### src/rtl/dot_matrix_scanner_pkg.sv
// Shared types and helpers for the DotMatrix 8x8 scanner.
// Frame layout: bit 8*r+c is row r (0 = top), column c (0 = left).
package dotmatrix_pkg;

    localparam int NUM_ROWS = 8;
    localparam int ROW_W    = 8;
    localparam int FRAME_W  = 64;

    localparam logic [2:0] LAST_ROW = 3'(NUM_ROWS - 1);

    typedef enum logic [1:0] {
        IDLE  = 2'd0,
        BLANK = 2'd1,
        DRIVE = 2'd2
    } scan_state_t;

    function automatic logic [ROW_W-1:0] row_slice(input logic [FRAME_W-1:0] frame,
                                                    input logic [2:0]         row);
        return frame[ROW_W*int'(row) +: ROW_W];
    endfunction

endpackage

### src/rtl/dot_matrix_scanner_row_timer.sv
// Row-slot cycle counter for dot_matrix_scanner: blank/row end ticks and PWM phase.
// The pwm port exists only when DIM_PWM_EN is defined.
module row_timer #(
    parameter int ROW_CYCLES   = 1024,
    parameter int BLANK_CYCLES = 16
) (
    input  logic       Clock,
    input  logic       Reset_n,
    input  logic       clear,
`ifdef DIM_PWM_EN
    output logic [3:0] pwm,
`endif
    output logic       blankDone,
    output logic       rowDone
);

    localparam int CNT_W = $clog2(ROW_CYCLES);
    localparam logic [CNT_W-1:0] BLANK_LAST = CNT_W'(BLANK_CYCLES - 1);
    localparam logic [CNT_W-1:0] ROW_LAST   = CNT_W'(ROW_CYCLES - 1);

    logic [CNT_W-1:0] count_r;

    // Count through one row slot, wrap at the end, park at zero while cleared.
    always_ff @(posedge Clock or negedge Reset_n) begin
        if (!Reset_n) begin
            count_r <= '0;
        end else if (clear) begin
            count_r <= '0;
        end else if (count_r == ROW_LAST) begin
            count_r <= '0;
        end else begin
            count_r <= count_r + CNT_W'(1);
        end
    end

    assign blankDone = (count_r == BLANK_LAST);
    assign rowDone   = (count_r == ROW_LAST);

`ifdef DIM_PWM_EN
    assign pwm = count_r[3:0];
`endif

endmodule

### src/rtl/dot_matrix_scanner.sv
// Double-buffered 8x8 LED matrix scanner fed by the 64-bit DotMatrix glyph bus.
// Optional DIM_PWM_EN adds the Brightness port and PWM dimming of the drive phase.
module dot_matrix_scanner
    import dotmatrix_pkg::*;
#(
    parameter int ROW_CYCLES   = 1024,
    parameter int BLANK_CYCLES = 16
) (
    input  logic                Clock,
    input  logic                Reset_n,
    input  logic                Enable,
    input  logic [FRAME_W-1:0]  FrameIn,
    input  logic                FrameValid,
`ifdef DIM_PWM_EN
    input  logic [3:0]          Brightness,
`endif
    output logic                FrameReady,
    output logic [NUM_ROWS-1:0] RowSel,
    output logic [ROW_W-1:0]    ColData,
    output logic                FrameStart
);

    scan_state_t        state_r;
    logic [2:0]         row_r;
    logic [FRAME_W-1:0] active_r;
    logic [FRAME_W-1:0] pending_r;
    logic               pendFull_r;

    logic timerClear_s;
    logic blankDone_s;
    logic rowDone_s;
    logic accept_s;
    logic boundary_s;
    logic pendFullNext_s;
    logic pwmOn_s;

`ifdef DIM_PWM_EN
    logic [3:0] pwm_s;
    logic [3:0] brightness_r;
`endif

    row_timer #(
        .ROW_CYCLES   (ROW_CYCLES),
        .BLANK_CYCLES (BLANK_CYCLES)
    ) u_row_timer (
        .Clock     (Clock),
        .Reset_n   (Reset_n),
        .clear     (timerClear_s),
`ifdef DIM_PWM_EN
        .pwm       (pwm_s),
`endif
        .blankDone (blankDone_s),
        .rowDone   (rowDone_s)
    );

    // Handshake, frame-boundary detection and next pending-buffer occupancy.
    always_comb begin
        accept_s     = FrameValid && FrameReady;
        timerClear_s = !Enable || (state_r == IDLE);
        boundary_s   = 1'b0;
        if (Enable) begin
            case (state_r)
                IDLE:    boundary_s = 1'b1;
                BLANK:   boundary_s = 1'b0;
                DRIVE:   boundary_s = rowDone_s && (row_r == LAST_ROW);
                default: boundary_s = 1'b0;
            endcase
        end else begin
            boundary_s = 1'b0;
        end
        // An accept can only coincide with a boundary when pending was empty,
        // so that frame waits for the following boundary.
        if (accept_s) begin
            pendFullNext_s = 1'b1;
        end else if (boundary_s) begin
            pendFullNext_s = 1'b0;
        end else begin
            pendFullNext_s = pendFull_r;
        end
    end

    // Drive-phase gating: PWM duty when dimming is built in, otherwise always on.
    always_comb begin
`ifdef DIM_PWM_EN
        pwmOn_s = (pwm_s < brightness_r);
`else
        pwmOn_s = 1'b1;
`endif
    end

    // Pending/active double buffer; active only changes at a frame boundary.
    always_ff @(posedge Clock or negedge Reset_n) begin
        if (!Reset_n) begin
            pending_r  <= '0;
            active_r   <= '0;
            pendFull_r <= 1'b0;
            FrameReady <= 1'b1;
        end else begin
            if (accept_s) begin
                pending_r <= FrameIn;
            end else begin
                pending_r <= pending_r;
            end
            if (boundary_s && pendFull_r) begin
                active_r <= pending_r;
            end else begin
                active_r <= active_r;
            end
            pendFull_r <= pendFullNext_s;
            FrameReady <= !pendFullNext_s;
        end
    end

    // Scan FSM with registered row/column drive and frame-start pulse.
    always_ff @(posedge Clock or negedge Reset_n) begin
        if (!Reset_n) begin
            state_r      <= IDLE;
            row_r        <= 3'd0;
            RowSel       <= '0;
            ColData      <= '0;
            FrameStart   <= 1'b0;
`ifdef DIM_PWM_EN
            brightness_r <= 4'd0;
`endif
        end else begin
            FrameStart <= boundary_s;
`ifdef DIM_PWM_EN
            if (boundary_s) begin
                brightness_r <= Brightness;
            end else begin
                brightness_r <= brightness_r;
            end
`endif
            if (!Enable) begin
                state_r <= IDLE;
                row_r   <= 3'd0;
            end else begin
                case (state_r)
                    IDLE: begin
                        state_r <= BLANK;
                        row_r   <= 3'd0;
                    end
                    BLANK: begin
                        if (blankDone_s) begin
                            state_r <= DRIVE;
                        end else begin
                            state_r <= BLANK;
                        end
                    end
                    DRIVE: begin
                        if (rowDone_s) begin
                            state_r <= BLANK;
                            row_r   <= row_r + 3'd1;
                        end else begin
                            state_r <= DRIVE;
                        end
                    end
                    default: begin
                        state_r <= IDLE;
                        row_r   <= 3'd0;
                    end
                endcase
            end
            // Enable gates the drive directly so the display goes dark on the dropping edge.
            if (Enable && (state_r == DRIVE) && pwmOn_s) begin
                RowSel  <= NUM_ROWS'(1'b1) << row_r;
                ColData <= row_slice(active_r, row_r);
            end else begin
                RowSel  <= '0;
                ColData <= '0;
            end
        end
    end

endmodule

### config.mk
export PLATFORM = sky130hd
export DESIGN_NAME = dot_matrix_scanner
export DESIGN_NICKNAME = d
export VERILOG_FILES = /design/src/rtl/dot_matrix_scanner_pkg.sv /design/src/rtl/dot_matrix_scanner_row_timer.sv /design/src/rtl/dot_matrix_scanner.sv
export SDC_FILE = /design/constraint.sdc
export NUM_CORES = 1
export LEC_CHECK = 0
export CAP_MARGIN = 15
export CORE_AREA = 5 5 114 116
export CTS_CLUSTER_SIZE = 28
export DETAILED_ROUTE_END_ITERATION = 7
export DIE_AREA = 0 0 119 121
export GPL_TIMING_DRIVEN = 1
export PLACE_DENSITY = 0.88
export SYNTH_ARGS = -nofsm -noshare
export SYNTH_HDL_FRONTEND = slang
export SYNTH_SLANG_ARGS = --single-unit
export TNS_END_PERCENT = 20
### constraint.sdc
create_clock -name Clock -period 3.8 [get_ports Clock]
set_input_delay 0.38 -clock Clock [delete_from_list [all_inputs] [get_ports Clock]]
set_output_delay 0.38 -clock Clock [all_outputs]
set_load 0.03 [all_outputs]
Word level (Yosys, flattened, before mapping)
Cells that the tools add are included. Widths: inputs -> output; s select.

Equality and inequality tests: 7. Shift operators: 2. Reduce and logical (&&, ||, !) cells: 9. $add $sub $neg: 2. Multiplexer cells: 15.

Operators by type and width (number): $shiftx 64x7->8 (1); $mux 10 (2); $mux 8 (2); $add 10x1->10 const B (1); $eq 10x10->1 const B (1); $eq 10x4->1 const B (1); $shl 1x3->8 const A (1); $mux 2 (3); $mux 3 (2); $pmux 2 s3 (1); $pmux 3 s2 (1); $logic_and 1x1->1 (4); $add 3x1->3 const B (1); $eq 3x3->1 const B (1); $mux 1 (3); $ne 3x3->1 const B (1); $eq 2x1->1 const B (1); $eq 2x2->1 const B (1); $logic_not 1->1 (2); $logic_not 2->1 (1); $ne 2x2->1 const B (1); $pmux 1 s2 (1); $reduce_and 2->1 (1); $logic_or 1x1->1 (1).

Flip-flop bits (word level): 162. Output and inout bits: 18. Logic and storage cells: 45.

Longest topological paths before layout
Gate-level depths: netlist (run 1).

Word-level depth: 7. Gate-level depth with buffers: 7. Mapped depth without buffers: 6.

Cells and area by module
Synthesis (run 1) repeated with hierarchy kept, for this count alone.

Cell total of the unflattened synthesis: 423. Area, all modules: 6927.9 µm².

By module, submodules not included: dot_matrix_scanner (seq. area each 3804.9 µm², times used 1, cells each 372, area each 6429.9 µm²); row_timer (seq. area each 250.2 µm², times used 1, cells each 51, area each 498.0 µm²).

Worst setup path before layout (run 1)
No wires, ideal clock.

Path type: register -> register. From: register FrameReady. To: register pending_r[25]. Cell stages (with the launch flop): 5. Data arrival time: 1.811 ns. Slack: 1.864 ns. Library setup time: 0.125 ns. Required time: 3.675 ns. Clock period less this slack: 1.936 ns. Cells stage by stage: dfstp_2 > and2_1 > clkbuf_1 > clkbuf_1 > mux2_2.

Word-level cells in the longest chain between the ends: 1.

RTL lines: from (decl) (RTL line dot_matrix_scanner.sv:17) `output logic FrameReady,`; from (signal assigned) (RTL line dot_matrix_scanner.sv:110) `FrameReady <= !pendFullNext_s;`; $logic_and 1x1->1 (RTL line dot_matrix_scanner.sv:58) `accept_s = FrameValid && FrameReady;`; to (signal assigned) (RTL line dot_matrix_scanner.sv:100) `pending_r <= FrameIn;`; to (signal assigned) (RTL line dot_matrix_scanner.sv:102) `pending_r <= pending_r;`; to (decl) (RTL line dot_matrix_scanner.sv:26) `logic [FRAME_W-1:0] pending_r;`.

No other way between the ends. A chain may end at the register's enable or synchronous reset.

Worst setup path after layout (run 1)
From: register row_r[0]. To: register active_r[23].

Word-level cells in the longest chain between the ends: 5.

RTL lines: from (decl) (RTL line dot_matrix_scanner.sv:24) `logic [2:0] row_r;`; from (signal assigned) (RTL line dot_matrix_scanner.sv:153) `row_r <= row_r + 3'd1;`; $eq 3x3->1 (RTL line dot_matrix_scanner.sv:65) `DRIVE: boundary_s = rowDone_s && (row_r == LAST_ROW);`; $logic_and 1x1->1 (RTL line dot_matrix_scanner.sv:65); $pmux 1 s2 (RTL line dot_matrix_scanner.sv:62) `case (state_r)`; $mux 1 (RTL line dot_matrix_scanner.sv:61) `if (Enable) begin`; $logic_and 1x1->1 (RTL line dot_matrix_scanner.sv:104) `if (boundary_s && pendFull_r) begin`; to (signal assigned) (RTL line dot_matrix_scanner.sv:105) `active_r <= pending_r;`; to (signal assigned) (RTL line dot_matrix_scanner.sv:107) `active_r <= active_r;`; to (decl) (RTL line dot_matrix_scanner.sv:25) `logic [FRAME_W-1:0] active_r;`.

No other way between the ends.

==> results.ini, run 1 <==
[grt]
track_usage_pct = 20.6
grt_pass1_wl_um = 22700
grt_pass1_vias = 4264
grt_overflow = 0
grt_max_degree = 107
antenna_found_initial = 0

[setup_path]
critical_path_depth = 8
crit_buf_inv = 3
slowest_delay_ns = 0.42
crit_chain = buf_4, ha_1, ha_1, inv_1, o41ai_4, nand3_4, buf_4, mux2_4
path_max_fanout = 32
cp.arrival_ns = 2.82
cp_slowest_cell = o41ai_4
end_kind = flip-flop
cp-start-kind = flip-flop
worstSetupPathType = flip-flop to flip-flop
critical_path.top_delay_family = buffers and inverters
cp.required_ns = 4.11
worstRegToRegCells = 8

[sta]
fin_crit_ns = 2.51
maxSlewHeadroom_pct = 38.5
finalSetupViolCount = 0
finalWorstSetupSlack_ns = 1.29
rsz0062_at_grt = no
worst_pin_slew_ns = 0.923
maxSlewViolCount = 0
finalHoldViolations = 0
fmax_mhz = 398
hold_ws_ns = 0.0746
finalCritPeriodShare_pct = 66.1
fin_skew_ns = 0.00824
tns_ns = 0

[synth]
synth_common_cells = 161 x dfrtp_1, 68 x mux2_2, 60 x mux2_4, 24 x nand2_1, 16 x mux4_2
ys_warn_count = 0
synth_cell_types = 34
ys_seq_elements = 162
synth_most_common_cell = dfrtp_1
ys.flop_type = dfrtp_1
yosys.area.top_type_share_pct = 58.4
yosys.area.top_type = dfrtp_1
syn-num-nets = 516
synth_area_um2 = 6890
yosysSeqAreaShare_pct = 58.8
syn_inst = 441
yosys-top-cells-area = dfrtp_1 58%, mux2_4 13%, mux2_2 11%
async_flop_share_pct = 100
avgSynthCellArea_um2 = 15.6
synth_edf_count = 0

[route]
wl_um = 13800
viasPerCell = 5.60
top_layer_used = met4
firstDrtPassIters = 4
drcViolationCount = 0
drt_iter0_markers = 208
num_vias = 3873
postRouteAntennaNets = 0
m1WireLength_um = 5780
met3_wirelength_um = 700
avgRoutedWirePerCell_um = 19.9
routed-wl-met2_um = 7070

[layout]
drive_gt1_share_pct = 33.9
antennaDiodeCount = 0
final_cells = 692
final_nets = 607
syn_to_final_growth_pct = 21.9
fillers = 751

[power]
p_seq_share_pct = 49.6
p_sw_share_pct = 25.3
combPwrFrac_pct = 22.4
powerDensity_nw_per_um2 = 661
p_leak_nw = 3.74
ir_drop_mv = 0.420
power_mw = 5.55
clockPowerShare_pct = 28.1
switching_power_mw = 1.40
cellInternalPower_mw = 4.15

[floorplanning]
start_util_pct = 58.4
die_w_um = 119
boundaryPins = 86
fp-row-count = 40
die-area_um2 = 14400
die_y_um = 121
core_um2 = 11800

[clock_tree]
cts-resized-gates = 0
numClockSinks = 162
cts_tree = done
root_buffer = clkbuf_16
cts_inserted_buffers = 17
cts_hold_buf = 0
cts-htree-levels = 4
post_cts_buffers = 0
clk_pin_slew_ns = 0.06
clock_latency_ns = 0.43
clk_path_buf_depth = 2

[place]
io_buffers = 85
dp_hpwl_um = 9590
dp.cells = 660
gp_congestion = 0.866
place_ws_ns = 1.29

[run]
drv_cap = 0

[min_path]
holdCritPathClass = input pin to async pin

[run_status]
status = completed

## placed cells by master, fill, tap and decap left out, types with 2 or more instances in the layout
| cell | n |
|---|---|
| nor2_1 | 14 |
| or4_1 | 2 |
| mux4_2 | 16 |
| nor2b_1 | 2 |
| dfrtp_1 | 161 |
| nor3_1 | 3 |
| clkbuf_1 | 5 |
| a31oi_1 | 2 |
| mux2_2 | 68 |
| a21oi_1 | 11 |
| buf_4 | 8 |
| nand4_1 | 4 |
| o21ai_0 | 2 |
| inv_1 | 8 |
| nand3_1 | 6 |
| clkdlybuf4s50_1 | 84 |
| xnor2_1 | 6 |
| or3_1 | 2 |
| clkinv_2 | 5 |
| mux2_4 | 60 |
| and3_1 | 7 |
| nor4_1 | 2 |
| nand3_4 | 2 |
| nand2_1 | 24 |
| clkbuf_16 | 17 |
| clkbuf_8 | 5 |
| ha_1 | 7 |
## layer usage
metal  vias up  GRT usage (%)
met5         -              0
met4         0           7.89
met3        18           6.29
met2       114           33.6
met1      1994           26.0
li1       1747              -
## final cells by class
cell class                 count  area, um^2  share of cell area, %
multi-input combinational    250        2680                   31.9
inverter                       8        30.0                  0.357
clock inverter                 5        25.0                  0.298
tap                          147         184                   2.19
clock buffer                  27         513                   6.10
timing repair buffer          93         912                   10.9
sequential                   162        4060                   48.3
## flip-flops by register name, summed over array words and instances, names as in the netlist
name	count
RowSel	8
FrameReady	1
ColData	8
row_r	3
pending_r	64
active_r	64
u_row_timer.count_r	10
pendFull_r	1
state_r	2
FrameStart	1
## cells by family (layout without fill, tap and decap cells)
logic type                 Yosys count  after routing  synth area share, %
muxes                              144            144                 29.4
buffers and inverters               29            133                 2.25
adders and majority gates            7              7                 1.27
DFF                                162            162                 58.8
and+or+nand+nor                     72             72                 5.37
AOI/OAI and AO/OA                   20             20                 1.98
xor gates and xnor gates             7              7                0.889
## through the flow
step | instance area (um^2) | util, %
4_1_cts | 8400 | 71.1
3_5_place_dp | 7870 | 66.6
6_report | 8400 | 71.1
2_1_floorplan | 6890 | -
5_1_grt | 8400 | 71.1
3_3_place_gp | 7870 | 66.6
## final timing paths
check / slack [ns] / to / from
setup / recovery: 1.29 / active_r[23]$_DFFE_PN0P_ / row_r[0]$_DFFE_PN0P_
hold / removal: 0.07 / pending_r[42]$_DFFE_PN0P_ / Reset_n
setup reg to reg: 1.29 / active_r[23]$_DFFE_PN0P_ / row_r[0]$_DFFE_PN0P_
hold reg to reg: 0.50 / u_row_timer.count_r[0]$_DFF_PN0_ / u_row_timer.count_r[0]$_DFF_PN0_
max in group asynchronous: 2.75 / FrameReady$_DFF_PN1_ / Reset_n
min in group Clock: 0.50 / u_row_timer.count_r[0]$_DFF_PN0_ / u_row_timer.count_r[0]$_DFF_PN0_
## power by group through the flow
stage / logic, mW / clock network (mW) / registers (mW)
finish: 1.24 / 1.56 / 2.75
CTS: 1.26 / 1.58 / 2.75
global placement: 1.18 / 0 / 2.72
detailed placement: 1.25 / 0 / 2.76
floorplan: 1.01 / 0 / 2.59
global route: 1.33 / 1.66 / 2.81
Power figures use the tool's default switching activity.
==> run 2: changes to the inputs <==
- CORE_AREA: 5 5 114 116 -> 5 5 124 126
- DIE_AREA: 0 0 119 121 -> 0 0 129 131
- PLACE_DENSITY: 0.88 -> 0.79
- clock period: 3.8 -> 2.07 ns (I/O delays scaled with it)
==> run 2 against run 1 <==
Sequential power is 82% higher. Flip-flop and latch count unchanged. Cell area increased by 4.0%. Power increased by 84%. Count of clock-buffer cells in the layout fell by 2. Critical endpoint is now active_r[56]$_DFFE_PN0P_.
==> results.ini, run 2 (synthesis gave the netlist of run 1 again) <==
[sta]
maxSlewViolCount = 0  ; unchanged
finalSetupViolCount = 0  ; unchanged
worst_pin_slew_ns = 0.495  ; was 0.923 ns
finalWorstSetupSlack_ns = 0.0121  ; was 1.29 ns
maxSlewHeadroom_pct = 66.7  ; was 38.5%
finalCritPeriodShare_pct = 99.4  ; was 66.1%
fin_crit_ns = 2.06  ; was 2.51 ns
fmax_mhz = 486  ; was 398 MHz
finalHoldViolations = 0  ; unchanged
fin_skew_ns = 0.0101  ; was 0.00824 ns

[setup_path]
cp.required_ns = 2.37  ; was 4.11 ns
crit_start = row_r[1]$_DFFE_PN0P_  ; was row_r[0]$_DFFE_PN0P_
critPathCapture = active_r[56]$_DFFE_PN0P_  ; was active_r[23]$_DFFE_PN0P_
worstRegToRegCells = 8  ; unchanged
cp-start-kind = flip-flop  ; unchanged
reg2reg_slack_ns = 0.01  ; was 1.29 ns
end_kind = flip-flop  ; unchanged
worstSetupPathType = flip-flop to flip-flop  ; unchanged
cp.arrival_ns = 2.35  ; was 2.82 ns
r2r-start = row_r[1]$_DFFE_PN0P_  ; was row_r[0]$_DFFE_PN0P_
reg2reg_to = active_r[56]$_DFFE_PN0P_  ; was active_r[23]$_DFFE_PN0P_
path_max_fanout = 11  ; was 32

[layout]
top_regs = active_r: 64 flops, pending_r: 64 flops, u_row_timer.count_r: 10 flops  ; unchanged
syn_to_final_growth_pct = 26.8  ; was 21.9%
drive_gt1_share_pct = 36.3  ; was 33.9%
layout_commonest_cell = dfrtp_1  ; unchanged
final_cell_mix = 161 x dfrtp_1, 84 x clkdlybuf4s50_1, 68 x mux2_2  ; unchanged
final_cells = 746  ; was 692
fin_area_um2 = 8740  ; was 8400 um^2
antennaDiodeCount = 0  ; unchanged
final_nets = 624  ; was 607

[place]
place_ws_ns = 0.0549  ; was 1.29 ns
dp.cells = 704  ; was 660
dpl_cell_area_um2 = 8030  ; was 7870 um^2
gp_congestion = 0.866  ; about the same
dp_hpwl_um = 9600  ; was 9590 um
io_buffers = 85  ; unchanged

[route]
num_vias = 4017  ; was 3873
avgRoutedWirePerCell_um = 19.3  ; was 19.9 um
firstDrtPassIters = 4  ; unchanged
drt_iter0_markers = 279  ; was 208
viasPerCell = 5.38  ; was 5.60
drcViolationCount = 0  ; unchanged
postRouteAntennaNets = 0  ; unchanged
wl_um = 14400  ; was 13800 um

[grt]
track_usage_pct = 17.1  ; was 20.6%
grt_pass1_wl_um = 22200  ; was 22700 um
grt_max_degree = 56  ; was 107
grt_pass1_vias = 4300  ; was 4264
antenna_found_initial = 0  ; unchanged
grt_overflow = 0  ; unchanged

[floorplanning]
die_w_um = 129  ; was 119 um
die-area_um2 = 16900  ; was 14400 um^2
boundaryPins = 86  ; unchanged
core_um2 = 14200  ; was 11800 um^2
fp-row-count = 44  ; was 40
die_y_um = 131  ; was 121 um
start_util_pct = 48.5  ; was 58.4%

[run_status]
status = completed  ; unchanged

[power]
p_leak_nw = 3.87  ; was 3.74 nW
ir_drop_mv = 0.604  ; was 0.420 mV
powerDensity_nw_per_um2 = 1170  ; was 661 nW/um^2

[clock_tree]
clk_path_buf_depth = 2  ; unchanged
clock_latency_ns = 0.42  ; was 0.43 ns
cts-htree-levels = 4  ; unchanged
numClockSinks = 162  ; unchanged
clk_pin_slew_ns = 0.06  ; about the same
root_buffer = clkbuf_16  ; unchanged
cts_tree = done  ; unchanged
cts_inserted_buffers = 17  ; unchanged

[run]
drv_cap = 0  ; unchanged

[min_path]
holdCritPathClass = input pin to async pin  ; unchanged

run 2: worst min path at each step:
stage / from / to / cells after the start
after detailed placement: Reset_n / pending_r[5]$_DFFE_PN0P_ / 1
after CTS: Reset_n / pending_r[5]$_DFFE_PN0P_ / 2
after global routing: Reset_n / pending_r[6]$_DFFE_PN0P_ / 2
final: Reset_n / pending_r[13]$_DFFE_PN0P_ / 2
after floorplan: Reset_n / ColData[0]$_DFF_PN0_ / 0
after global placement: Reset_n / pending_r[6]$_DFFE_PN0P_ / 1
run 2: critical path, cell delays in order (launching register included):
cell and delay, ns:
dfrtp_1 0.37, ha_2 0.22, ha_4 0.13, inv_2 0.04, o41ai_4 0.40, nand3_4 0.12, buf_12 0.18, buf_12 0.15
mux2_4 0.30
run 2: routing by layer:
metal | vias to the layer above | global-route usage [%] | wire length [um]
met5 | - | 0 | 0
li1 | 1793 | - | -
met4 | 0 | 5.06 | 248
met1 | 2074 | 22.4 | 6090
met2 | 126 | 27.3 | 7140
met3 | 24 | 5.73 | 901
run 2: where the power goes:
part | leakage [nW] | internal [mW] | switching, mW
Clock | 0.269 | 1.71 | 1.17
Combinational | 1.64 | 1.70 | 0.653
Sequential | 1.97 | 4.30 | 0.711
Total | 3.87 | 7.71 | 2.53
run 2: final cells by class:
| cell class | count | area, um^2 |
|---|---|---|
| Fill cell | 1025 | 5460 |
| Sequential cell | 162 | 4060 |
| Multi-Input combinational cell | 250 | 2710 |
| Timing Repair Buffer | 110 | 1180 |
| Clock buffer | 25 | 475 |
| Tap cell | 184 | 230 |
| Clock inverter | 7 | 60.1 |
| Inverter | 8 | 30.0 |
run 2: stage by stage:
stage	hold slack, ns	power [mW]	TNS, ns	util, %
floorplan	-0.0886	6.60	0	-
finish	0.286	10.2	0	61.5
global route	0.309	10.7	-1.44	61.5
detailed placement	0.168	7.36	0	56.5
global placement	0.159	7.20	0	56.5
CTS	0.288	10.3	0	60.4
run 2: what timing repair did:
action                                 4_1_cts  5_1_grt
hold buffers                                 1        0
endpoints found under the hold margin       45        0
setup endpoints to repair                    0       63
gates resized for setup                      0        6
setup buffers                                0        4
==> run 3: changes to the inputs <==
- ABC_AREA: default -> 0
- SETUP_SLACK_MARGIN: default -> 0.15
==> run 3 against run 2 <==
Utilization increased by 0.18 points. Sequential power is essentially flat. Hold slack lost 0.0011 ns. Non-clock buffer count is 1 higher. Global-route usage barely moved. Power rose by 0.16%. Critical path type unchanged. Critical endpoint is now active_r[52]$_DFFE_PN0P_. Largest cell class unchanged. Largest power group unchanged. Highest routed layer unchanged.
==> results.ini, run 3 (synthesis gave the netlist of run 1 again) <==
[grt]
grt_overflow = 0  ; unchanged
grt_pass1_wl_um = 22300  ; was 22200 um
track_usage_pct = 17.1  ; about the same
grt_max_degree = 56  ; unchanged
antenna_found_initial = 0  ; unchanged
grt_pass1_vias = 4304  ; was 4300

[route]
drt_iter0_markers = 303  ; was 279
avgRoutedWirePerCell_um = 19.3  ; about the same
postRouteAntennaNets = 0  ; unchanged
firstDrtPassIters = 4  ; unchanged
drcViolationCount = 0  ; unchanged
viasPerCell = 5.41  ; was 5.38
wl_um = 14400  ; about the same
num_vias = 4045  ; was 4017

[setup_path]
cp.required_ns = 2.37  ; about the same
cp.arrival_ns = 2.34  ; was 2.35 ns
crit_chain = ha_4, ha_4, inv_2, o41ai_4, nand3_4, buf_12, clkbuf_16, mux2_4  ; was ha_2, ha_4, inv_2, o41ai_4, nand3_4, buf_12, buf_12, mux2_4
path_max_fanout = 9  ; was 11
cp-start-kind = flip-flop  ; unchanged
end_kind = flip-flop  ; unchanged
cp_slowest_cell = o41ai_4  ; unchanged
crit_top_cell = ha_4  ; was buf_12
worstSetupPathType = flip-flop to flip-flop  ; unchanged
slowest_delay_ns = 0.41  ; was 0.40 ns

[layout]
multi_input_area_um2 = 2720  ; was 2710 um^2
drive_gt1_share_pct = 36.4  ; was 36.3%
final_core_util_pct = 61.7  ; was 61.5%
layout_commonest_cell = dfrtp_1  ; unchanged
regArea_um2 = 4060  ; unchanged
final_cell_mix = 161 x dfrtp_1, 84 x clkdlybuf4s50_1, 68 x mux2_2  ; unchanged
final_nets = 625  ; was 624
fillers = 1028  ; was 1025
antennaDiodeCount = 0  ; unchanged
top_regs = active_r: 64 flops, pending_r: 64 flops, u_row_timer.count_r: 10 flops  ; unchanged
syn_to_final_growth_pct = 27.2  ; was 26.8%

[sta]
fin_crit_ns = 2.03  ; was 2.06 ns
finalCritPeriodShare_pct = 98.3  ; was 99.4%
tns_ns = 0  ; unchanged
rsz0062_at_grt = yes
finalHoldViolations = 0  ; unchanged
finalSetupViolCount = 0  ; unchanged
maxSlewHeadroom_pct = 64.7  ; was 66.7%
fin_skew_ns = 0.0105  ; was 0.0101 ns
worst_pin_slew_ns = 0.524  ; was 0.495 ns
fmax_mhz = 492  ; was 486 MHz
maxSlewViolCount = 0  ; unchanged

[power]
powerDensity_nw_per_um2 = 1170  ; about the same
p_leak_nw = 3.88  ; was 3.87 nW
ir_drop_mv = 0.604  ; about the same
power_mw = 10.3  ; was 10.2 mW

[floorplanning]
core_um2 = 14200  ; unchanged
die_y_um = 131  ; unchanged
start_util_pct = 48.5  ; unchanged
boundaryPins = 86  ; unchanged
die-area_um2 = 16900  ; unchanged
die_w_um = 129  ; unchanged
fp-row-count = 44  ; unchanged

[clock_tree]
cts_inserted_buffers = 17  ; unchanged
clk_path_buf_depth = 2  ; unchanged
clock_latency_ns = 0.42  ; about the same
clk_pin_slew_ns = 0.06  ; about the same
root_buffer = clkbuf_16  ; unchanged
cts_tree = done  ; unchanged
cts-htree-levels = 4  ; unchanged
numClockSinks = 162  ; unchanged

[place]
dp_hpwl_um = 9600  ; unchanged
gp_congestion = 0.866  ; unchanged
io_buffers = 85  ; unchanged

[min_path]
holdCritPathClass = input pin to async pin  ; unchanged

[run]
drv_cap = 0  ; unchanged

[run_status]
status = completed  ; unchanged

-- run 3: routing by layer --
metal  share of wire, %  routed length [um]  GRT usage, %  up-vias
met5                  0                   0             0        -
met4                1.6                 230          5.06        0
met3                6.0                 859          5.73       26
met2                 49                7080          27.4      130
met1                 43                6260          22.4     2100
li1                   -                   -             -     1789
-- run 3: timing repair --
| action | CTS | global route |
|---|---|---|
| buffers inserted | 1 | 4 |
| setup endpoints to repair | 64 | 64 |
| cloned | 0 | 5 |
| endpoints found under the hold margin | 45 | 0 |
| resized for setup | 1 | 7 |
| pin swaps | 1 | 3 |
| hold buffers | 1 | 0 |
-- run 3: power breakdown --
group / switching (mW) / internal, mW
logic: 0.660 / 1.70
clock network: 1.17 / 1.71
registers: 0.711 / 4.30
total: 2.55 / 7.71
-- run 3: path summary, 6_finish.rpt --
path	startpoint	end	slack (ns)	cells past startpoint
worst min-delay path	Reset_n	pending_r[6]$_DFFE_PN0P_	0.28	2
worst max-delay path	row_r[1]$_DFFE_PN0P_	active_r[52]$_DFFE_PN0P_	0.04	8
worst max register to register	row_r[1]$_DFFE_PN0P_	active_r[52]$_DFFE_PN0P_	0.04	8
max in group asynchronous	Reset_n	active_r[41]$_DFFE_PN0P_	1.00	3
min in group Clock	FrameIn[26]	pending_r[26]$_DFFE_PN0P_	0.40	2
worst min register to register	pending_r[46]$_DFFE_PN0P_	active_r[46]$_DFFE_PN0P_	0.50	1
-- run 3: cell type report --
class	count	area share, %
inverters	8	0.343
well taps	184	2.63
repair buffers	111	13.6
clock buffers	25	5.42
clock inverters	7	0.685
flip-flops and latches	162	46.3
multi-input cells	250	31.0
-- run 3: worst max-delay path: cells and delay by family (launching register included) --
family	cells	cell delay (ns)
AO/OA/AOI/OAI	1	0.41
flip-flops	1	0.40
buffers and inverters	3	0.39
adder cells (fa/ha/maj)	2	0.29
multiplexers	1	0.29
AND/OR/NAND/NOR	1	0.12
-- run 3: stage by stage --
step	worst slack [ns]	instance area, um^2	hold slack, ns	cells
5_1_grt	-0.0201	8760	0.312	747
3_5_place_dp	0.0549	8030	0.168	704
3_3_place_gp	0.141	8030	0.159	704
2_1_floorplan	0.134	6890	-0.0886	441
4_1_cts	0.0630	8580	0.288	738
6_report	0.0362	8760	0.285	747
